**config.mk**
```make
export PLATFORM = sky130hd
export DESIGN_NAME = seq_divider_flat
export DESIGN_NICKNAME = d
export VERILOG_FILES = /design/src/rtl/seq_divider_pkg.sv /design/src/rtl/seq_divider_if.sv /design/src/rtl/seq_divider_step.sv /design/src/rtl/seq_divider.sv /design/src/flat_wrapper.sv
export SDC_FILE = /design/constraint.sdc
export NUM_CORES = 1
export LEC_CHECK = 0
export CORE_MARGIN = 2
export CORE_UTILIZATION = 55
export DETAILED_ROUTE_END_ITERATION = 12
export PLACE_DENSITY = 0.84
export SLEW_MARGIN = 30
export SYNTH_ARGS = -nofsm -noshare
export SYNTH_HDL_FRONTEND = slang
export SYNTH_SLANG_ARGS = --single-unit
```
**constraint.sdc**
```tcl
create_clock -name clk -period 3.59 [get_ports clk]
set_input_delay 0.718 -clock clk [delete_from_list [all_inputs] [get_ports clk]]
set_output_delay 0.718 -clock clk [all_outputs]
set_load 0.1 [all_outputs]
```
**src/rtl/seq_divider_pkg.sv**
```systemverilog
// Shared types and constants for the sequential RV32M divider.
package div_pkg;

  typedef enum logic [1:0] {
    IDLE,
    CALC,
    FIN
  } div_state_e;

  localparam int DIV_W = 32;

  localparam logic [DIV_W-1:0] DIV_ZERO_Q = '1;

endpackage

```
**src/rtl/seq_divider_if.sv**
```systemverilog
// start/busy/done handshake and operand/result bus between control unit and divider.
interface seq_divider_if #(
  parameter int N = div_pkg::DIV_W
);
  logic         start;
  logic         is_signed;
  logic [N-1:0] dividend;
  logic [N-1:0] divisor;
  logic         busy;
  logic         done;
  logic [N-1:0] quotient;
  logic [N-1:0] remainder;

  modport master (
    output start, is_signed, dividend, divisor,
    input  busy, done, quotient, remainder
  );

  modport slave (
    input  start, is_signed, dividend, divisor,
    output busy, done, quotient, remainder
  );
endinterface

```
**src/rtl/seq_divider_step.sv**
```systemverilog
// One combinational restoring-division step: shift in a dividend bit, trial-subtract the divisor.
module div_step
  import div_pkg::*;
#(
  parameter int N = DIV_W
) (
  input  logic [N-1:0] i_rem,
  input  logic         i_bit,
  input  logic [N-1:0] i_div,
  output logic [N-1:0] o_rem,
  output logic         o_q
);

  logic [N:0] w_shift;
  logic [N:0] w_t;

  // Partial remainder is always below the divisor, so N+1 bits hold the trial difference exactly.
  always_comb begin
    w_shift = {i_rem, i_bit};
    w_t     = w_shift - {1'b0, i_div};
    o_q     = ~w_t[N];
    o_rem   = o_q ? w_t[N-1:0] : w_shift[N-1:0];
  end

endmodule

```
**src/rtl/seq_divider.sv**
```systemverilog
// Radix-2 restoring divider for DIV/DIVU/REM/REMU, one quotient bit per clock.
// Signed operation is built in only when SEQ_DIVIDER_SIGNED_EN is defined.
module seq_divider
  import div_pkg::*;
#(
  parameter int N = DIV_W
) (
  input  logic          clk,
  input  logic          rst_n,
  seq_divider_if.slave  bus
);

  localparam int CNT_W = $clog2(N);

  div_state_e     r_state;
  div_state_e     w_state_nxt;
  logic [N-1:0]   r_rem;
  logic [N-1:0]   r_q;
  logic [N-1:0]   r_div;
  logic [N-1:0]   r_quot;
  logic [N-1:0]   r_remd;
  logic [CNT_W-1:0] r_cnt;
  logic           r_busy;
  logic           r_done;

  logic           w_accept;
  logic           w_div0;
  logic           w_ovf;
  logic           w_special;
  logic [N-1:0]   w_dvd_mag;
  logic [N-1:0]   w_dvs_mag;
  logic [N-1:0]   w_spec_q;
  logic [N-1:0]   w_spec_r;
  logic [N-1:0]   w_step_rem;
  logic           w_step_q;
  logic [N-1:0]   w_quot_res;
  logic [N-1:0]   w_rem_res;

  // r_busy also covers the done cycle, which keeps a start in that cycle from being taken.
  assign w_accept = (r_state == IDLE) && !r_busy && bus.start;
  assign w_div0   = (bus.divisor == '0);

`ifdef SEQ_DIVIDER_SIGNED_EN
  logic w_dvd_neg;
  logic w_dvs_neg;
  logic r_qneg;
  logic r_rneg;

  always_comb begin
    w_dvd_neg = bus.is_signed & bus.dividend[N-1];
    w_dvs_neg = bus.is_signed & bus.divisor[N-1];
    w_dvd_mag = w_dvd_neg ? -bus.dividend : bus.dividend;
    w_dvs_mag = w_dvs_neg ? -bus.divisor  : bus.divisor;
    w_ovf     = bus.is_signed && (bus.dividend == {1'b1, {(N-1){1'b0}}}) && (bus.divisor == '1);
  end

  always_ff @(posedge clk or negedge rst_n) begin
    if (!rst_n) begin
      r_qneg <= 1'b0;
      r_rneg <= 1'b0;
    end else if (w_accept) begin
      r_qneg <= !w_special && (w_dvd_neg ^ w_dvs_neg);
      r_rneg <= !w_special && w_dvd_neg;
    end
  end

  always_comb begin
    w_quot_res = r_qneg ? -r_q   : r_q;
    w_rem_res  = r_rneg ? -r_rem : r_rem;
  end
`else
  always_comb begin
    w_dvd_mag  = bus.dividend;
    w_dvs_mag  = bus.divisor;
    w_ovf      = 1'b0;
    w_quot_res = r_q;
    w_rem_res  = r_rem;
  end
`endif

  always_comb begin
    w_special = w_div0 || w_ovf;
    w_spec_q  = w_div0 ? '1 : {1'b1, {(N-1){1'b0}}};
    w_spec_r  = w_div0 ? bus.dividend : '0;
  end

  div_step #(.N(N)) u_step (
    .i_rem (r_rem),
    .i_bit (r_q[N-1]),
    .i_div (r_div),
    .o_rem (w_step_rem),
    .o_q   (w_step_q)
  );

  always_ff @(posedge clk or negedge rst_n) begin
    if (!rst_n) r_state <= IDLE;
    else        r_state <= w_state_nxt;
  end

  always_comb begin
    w_state_nxt = r_state;
    case (r_state)
      IDLE:    if (w_accept) w_state_nxt = w_special ? FIN : CALC;
      CALC:    if (r_cnt == '0) w_state_nxt = FIN;
      FIN:     w_state_nxt = IDLE;
      default: w_state_nxt = IDLE;
    endcase
  end

  // Special cases preload their final answer into r_q/r_rem so FIN treats every path alike.
  always_ff @(posedge clk or negedge rst_n) begin
    if (!rst_n) begin
      r_rem  <= '0;
      r_q    <= '0;
      r_div  <= '0;
      r_cnt  <= '0;
      r_quot <= '0;
      r_remd <= '0;
      r_busy <= 1'b0;
      r_done <= 1'b0;
    end else begin
      r_done <= 1'b0;
      case (r_state)
        IDLE: begin
          if (w_accept) begin
            r_busy <= !w_special;
            r_cnt  <= CNT_W'(N-1);
            r_div  <= w_dvs_mag;
            r_q    <= w_special ? w_spec_q : w_dvd_mag;
            r_rem  <= w_special ? w_spec_r : '0;
          end else begin
            r_busy <= 1'b0;
          end
        end
        CALC: begin
          r_rem <= w_step_rem;
          r_q   <= {r_q[N-2:0], w_step_q};
          r_cnt <= r_cnt - 1'b1;
        end
        FIN: begin
          r_quot <= w_quot_res;
          r_remd <= w_rem_res;
          r_done <= 1'b1;
          r_busy <= 1'b1;
        end
        default: r_busy <= 1'b0;
      endcase
    end
  end

  assign bus.busy      = r_busy;
  assign bus.done      = r_done;
  assign bus.quotient  = r_quot;
  assign bus.remainder = r_remd;

endmodule

```
**src/flat_wrapper.sv**
```systemverilog
// flat-port wrapper written by rule: the top's interface ports become plain ports
module seq_divider_flat import div_pkg::*;
#(
  parameter int N = DIV_W
)
  (clk, rst_n, bus_start, bus_is_signed, bus_dividend, bus_divisor, bus_busy, bus_done, bus_quotient, bus_remainder);
  seq_divider_if #(.N(N)) bus_i ();
  input  logic clk;
  input  logic rst_n;
  input wire logic [$bits(bus_i.start)-1:0] bus_start;
  input wire logic [$bits(bus_i.is_signed)-1:0] bus_is_signed;
  input wire logic [$bits(bus_i.dividend)-1:0] bus_dividend;
  input wire logic [$bits(bus_i.divisor)-1:0] bus_divisor;
  output wire logic [$bits(bus_i.busy)-1:0] bus_busy;
  output wire logic [$bits(bus_i.done)-1:0] bus_done;
  output wire logic [$bits(bus_i.quotient)-1:0] bus_quotient;
  output wire logic [$bits(bus_i.remainder)-1:0] bus_remainder;
  assign bus_i.start = bus_start;
  assign bus_i.is_signed = bus_is_signed;
  assign bus_i.dividend = bus_dividend;
  assign bus_i.divisor = bus_divisor;
  assign bus_busy = bus_i.busy;
  assign bus_done = bus_i.done;
  assign bus_quotient = bus_i.quotient;
  assign bus_remainder = bus_i.remainder;
  seq_divider #(.N(N)) u_core (.clk(clk), .rst_n(rst_n), .bus(bus_i));
endmodule
```
[Word-level counts from Yosys, hierarchy flattened]
Cells that the tools add are included.
Word-level totals
  bits in registers: 169
  input bits: 68
  output and inout port bits: 66
Operators by class
  equal/unequal tests: 4
  multiplexer cells: 16
  add/sub/neg operators: 2
  reductions and logical operators: 11
  bitwise logic cells: 1
Operators by type and width (number)
  32-bit two-way mux: 5
  32-bit case mux with 2 select lines: 2
  33-bit by 32-bit subtractor with 33-bit output: 1
  32-bit logical NOT: 1
  5-bit case mux with 2 select lines: 1
  2-bit two-way mux: 3
  2-bit AND reduction: 3
  5-bit logical NOT: 1
  5-bit two-way mux: 1
  5-bit by 1-bit subtractor with 5-bit output (second input constant): 1
  2-bit by 1-bit != test with 1-bit output (second input constant): 2
  2-bit case mux with 2 select lines: 1
  1-bit case mux with 3 select lines: 1
  2-bit by 1-bit == test with 1-bit output (second input constant): 1
  2-bit == test (second input constant): 1
  1-bit logical AND: 2
  1-bit logical NOT: 2
  2-bit logical NOT: 1
  1-bit two-way mux: 2
  2-bit nonzero test: 1
  1-bit NOT: 1

[Longest topological paths before layout]
  word-level depth: 5
  mapped depth: 13

[By module]
From an unflattened synthesis, not the netlist that was laid out.
Second synthesis, totals
  cells, all modules: 1015
  area, all modules: 9173.8 um^2
By module, submodules not included
  seq_divider: area each 6856.6 um^2, instances 1, cells an instance 706
  div_step: area each 2317.2 um^2, instances 1, cells an instance 309

[Worst setup path before layout]
OpenSTA, ideal clock, no wires.
  path type: register to register
  start: reg u_core.r_q[31]
  end: reg u_core.r_rem[0]
  slack: 0.788 ns
  cell stages (with the launch flop): 13
  clock period less this slack: 2.802 ns
  arrival time: 2.729 ns
  buffers on the path: 1
  cells stage by stage: dfrtp_1 -> inv_1 -> ha_1 -> fa_1 -> nand2b_1 -> a21oi_1 -> o41ai_2 -> a41oi_1 -> o31a_1 -> and3_1 -> buf_2 -> mux2_4 -> a21oi_2
On the way
  word-level cells in the longest chain between the ends: 3
RTL lines
  start, declared: line seq_divider.sv:18  | logic [N-1:0] r_q;
  start signal, assigned: line seq_divider.sv:129  | r_q <= w_special ? w_spec_q : w_dvd_mag;
  start signal, assigned: line seq_divider.sv:137  | r_q <= {r_q[N-2:0], w_step_q};
  33-bit by 32-bit subtractor with 33-bit output: line seq_divider_step.sv:20  | w_t = w_shift - {1'b0, i_div};
  32-bit two-way mux *: line seq_divider_step.sv:22  | o_rem = o_q ? w_t[N-1:0] : w_shift[N-1:0];
  32-bit case mux with 2 select lines *: line seq_divider.sv:123  | case (r_state)
  end signal, assigned: line seq_divider.sv:130  | r_rem <= w_special ? w_spec_r : '0;
  end signal, assigned: line seq_divider.sv:136  | r_rem <= w_step_rem;
  end, declared: line seq_divider.sv:17  | logic [N-1:0] r_rem;
Every way passes the cells marked *; elsewhere a longest branch is shown, timed or not.
A chain may end at the register's enable or synchronous reset.

[Final worst setup path]
  start: reg u_core.r_q[31]
  end: reg u_core.r_rem[1]
On the way
  word-level cells in the longest chain between the ends: 3
RTL lines (line)
  33-bit by 32-bit subtractor with 33-bit output: seq_divider_step.sv:20
  32-bit two-way mux: seq_divider_step.sv:22
  32-bit case mux with 2 select lines: seq_divider.sv:123
Every way passes these cells.

==> reports/results.ini <==
[sta]
finalHoldViolations = 0
finalSetupTns_ns = 0
clock.fmax_mhz = 296
fin_crit_ns = 3.38
setup_violations = 0
drv_slew = 0
post-route-period-util_pct = 94.2
clock_skew_ns = 0.00854
max_slew_margin_pct = 34.8
worst_slew_pin_slew_ns = 0.975
rsz0062_at_grt = no

[global_route]
grt_max_degree = 108
grt_pass1_vias = 7327
grt_first_pass_wirelength_mm = 36.9
antenna_found_initial = 0
grt_usage_pct = 26.1
gr-total-overflow = 0

[status]
status = completed

[place]
dp_hpwl_mm = 15.7
place_congestion = 0.882
numPortBuffers = 132

[route]
dr.pass1.iters = 5
ant_nets = 0
drcViolationCount = 0
drt_iter0_drc = 647
wire_per_inst_um = 17.2
vias = 7815
viasPerCell = 5.97
wirelength_mm = 22.5

[synthesis]
ys_types = 62
avgSynthCellArea_um2 = 9.39
synth_area_um2 = 9130
ys_ff_latch = 169
yosys.area.top_type_share_pct = 46.3
yosys.area.top_type = dfrtp_1
synth_nets = 1076
synthFlopType = dfrtp_1
async_flop_share_pct = 100
synth_warnings = 0
synth_cells = 973
synth_edf_count = 0
synthTopCellsByArea = dfrtp_1 (46%), mux2_2 (7.5%), nand2_1 (5.6%)
synth-seq-area-share_pct = 46.3

[cts]
post_cts_buffers = 0
h-tree-depth = 4
clk_latency_ns = 0.43
cts_tree = done
clk_pin_slew_ns = 0.07
clock_path_buffers = 2
cts_buffers = 17
cts.sinks = 169
cts_root_buffer = clkbuf_16
ctsHoldBuffers = 0

[flow_run]
cap_violations = 0

[final_layout]
antenna_cells = 0
drive_gt1_share_pct = 11.6
nets = 1178
register_area_um2 = 4230
fillCellCount = 1219
multiInputGateArea_um2 = 4500
syn_to_final_growth_pct = 23.7

[die]
core_um2 = 16400
die-height_um = 133
dieArea_um2 = 17700
boundaryPins = 134
row_count = 47
initial_core_util_pct = 55.7
die_w_um = 133

[critical_path]
rrSetupSlack_ns = 0.21
crit_start = u_core.r_q[31]
cp_slowest_cell = o41ai_2
critPathCaptureType = flip-flop
worst-setup-path-type = reg2reg
crit_path_frequent_cell = a21oi_1
reg2reg_depth = 12
required_ns = 3.95
cp_max_fo = 27
cp-endpoint = u_core.r_rem[1]
r2r_start = u_core.r_q[31]
cp-start-kind = flip-flop
cp.arrival_ns = 3.74
crit_chain = inv_1, ha_1, fa_1, nand2b_1, a21oi_1, o41ai_2, a41oi_2, o31a_1, nand3_1, buf_4, mux2_2, a21oi_1
timing.rr.end = u_core.r_rem[1]
critPathMaxStageDelay_ns = 0.53

[min_path]
hold_path.class = in2async

routing by layer:
layer	part of all wire, %	GRT usage, %
met5	0	0
met4	1.4	8.24
met3	6.8	4.14
met2	45	39.2
met1	47	39.1
cells in the final DEF, fill, tap and decap left out, types with 23 or more instances in the layout:
cell type / instances
a211oi_1: 23
a21oi_1: 44
a31oi_1: 23
and3_1: 26
clkdlybuf4s50_1: 130
dfrtp_1: 169
ha_1: 34
inv_1: 48
mux2_2: 61
nand2_1: 136
nand3_1: 28
nor2_1: 52
nor3_1: 39
o21ai_0: 54
o31ai_1: 39
worst min path at each step:
stage / from / to / slack (ns) / cells after the start
floorplan: rst_n / u_core.bus.busy / 0.42 / 0
global placement: u_core.r_div[0] / u_core.r_div[0] / 0.47 / 2
detailed placement: u_core.r_div[0] / u_core.r_div[0] / 0.47 / 2
CTS: rst_n / u_core.bus.remainder[10] / 0.38 / 1
global route: rst_n / u_core.r_div[8] / 0.43 / 1
finish: rst_n / u_core.bus.remainder[10] / 0.36 / 1
cells in the mapped netlist (6+ instances only):
| cell | instances |
|---|---|
| a211oi_1 | 23 |
| a21o_1 | 12 |
| a21oi_1 | 44 |
| a31oi_1 | 23 |
| and3_1 | 26 |
| buf_1 | 7 |
| buf_2 | 6 |
| clkbuf_1 | 48 |
| dfrtp_1 | 169 |
| ha_1 | 34 |
| inv_1 | 48 |
| mux2_2 | 61 |
| nand2_1 | 136 |
| nand3_1 | 28 |
| nand4_1 | 12 |
| nor2_1 | 53 |
| nor3_1 | 40 |
| nor4_1 | 10 |
| o211ai_1 | 6 |
| o21ai_0 | 54 |
| o31ai_1 | 39 |
| xnor2_1 | 14 |
| xor2_1 | 8 |
flip-flops by register name (all words and copies together) (netlist names):
register              cells
u_core.r_div             32
u_core.r_state            2
u_core.r_rem             32
u_core.r_cnt              5
u_core.bus.quotient      32
u_core.bus.busy           1
u_core.r_q               32
u_core.bus.done           1
u_core.bus.remainder     32
cells by family after synthesis:
kind of cell,share of synthesized area (%)
compound gates,17.3
xor+xnor,2.11
fa+ha+maj,4.88
buf+inv,4.85
flops,46.3
mux,7.91
simple gates,16.6
metrics by stage:
step | cell area, um^2 | hold WS [ns] | utilization [%] | setup slack (ns) | std cells
floorplan | 9130 | 0.422 | - | 0.788 | 973
global placement | 10700 | 0.466 | 64.9 | 0.275 | 1276
detailed placement | 10700 | 0.471 | 65.0 | 0.204 | 1276
CTS | 11300 | 0.381 | 68.8 | 0.194 | 1308
global route | 11300 | 0.429 | 68.8 | 0.0621 | 1308
finish | 11300 | 0.361 | 68.8 | 0.208 | 1308
repair_timing:
item | in CTS | in global routing
endpoints found under the hold margin | 0 | 0
endpoints found under the setup margin | 0 | 2
gates resized for setup | 0 | 1
final cells by class:
cell class	count	share of cell area, %
well taps	220	2.44
multi-input cells	692	39.8
repair buffers	147	13.1
clock buffers	18	3.89
inverters	48	1.60
clock inverters	14	1.67
flip-flops and latches	169	37.4
critical path: cells and delay by family, from the launching register on:
family	cells	cell delay (ns)
AOI/OAI and AO/OA	5	1.48
adders and majority gates	2	0.40
buffers and inverters	2	0.42
DFF	1	0.38
muxes	1	0.37
and+or+nand+nor	2	0.24
Power is not shown: default switching activity piles up to over one toggle a cycle in this logic, so the estimate is an artifact.
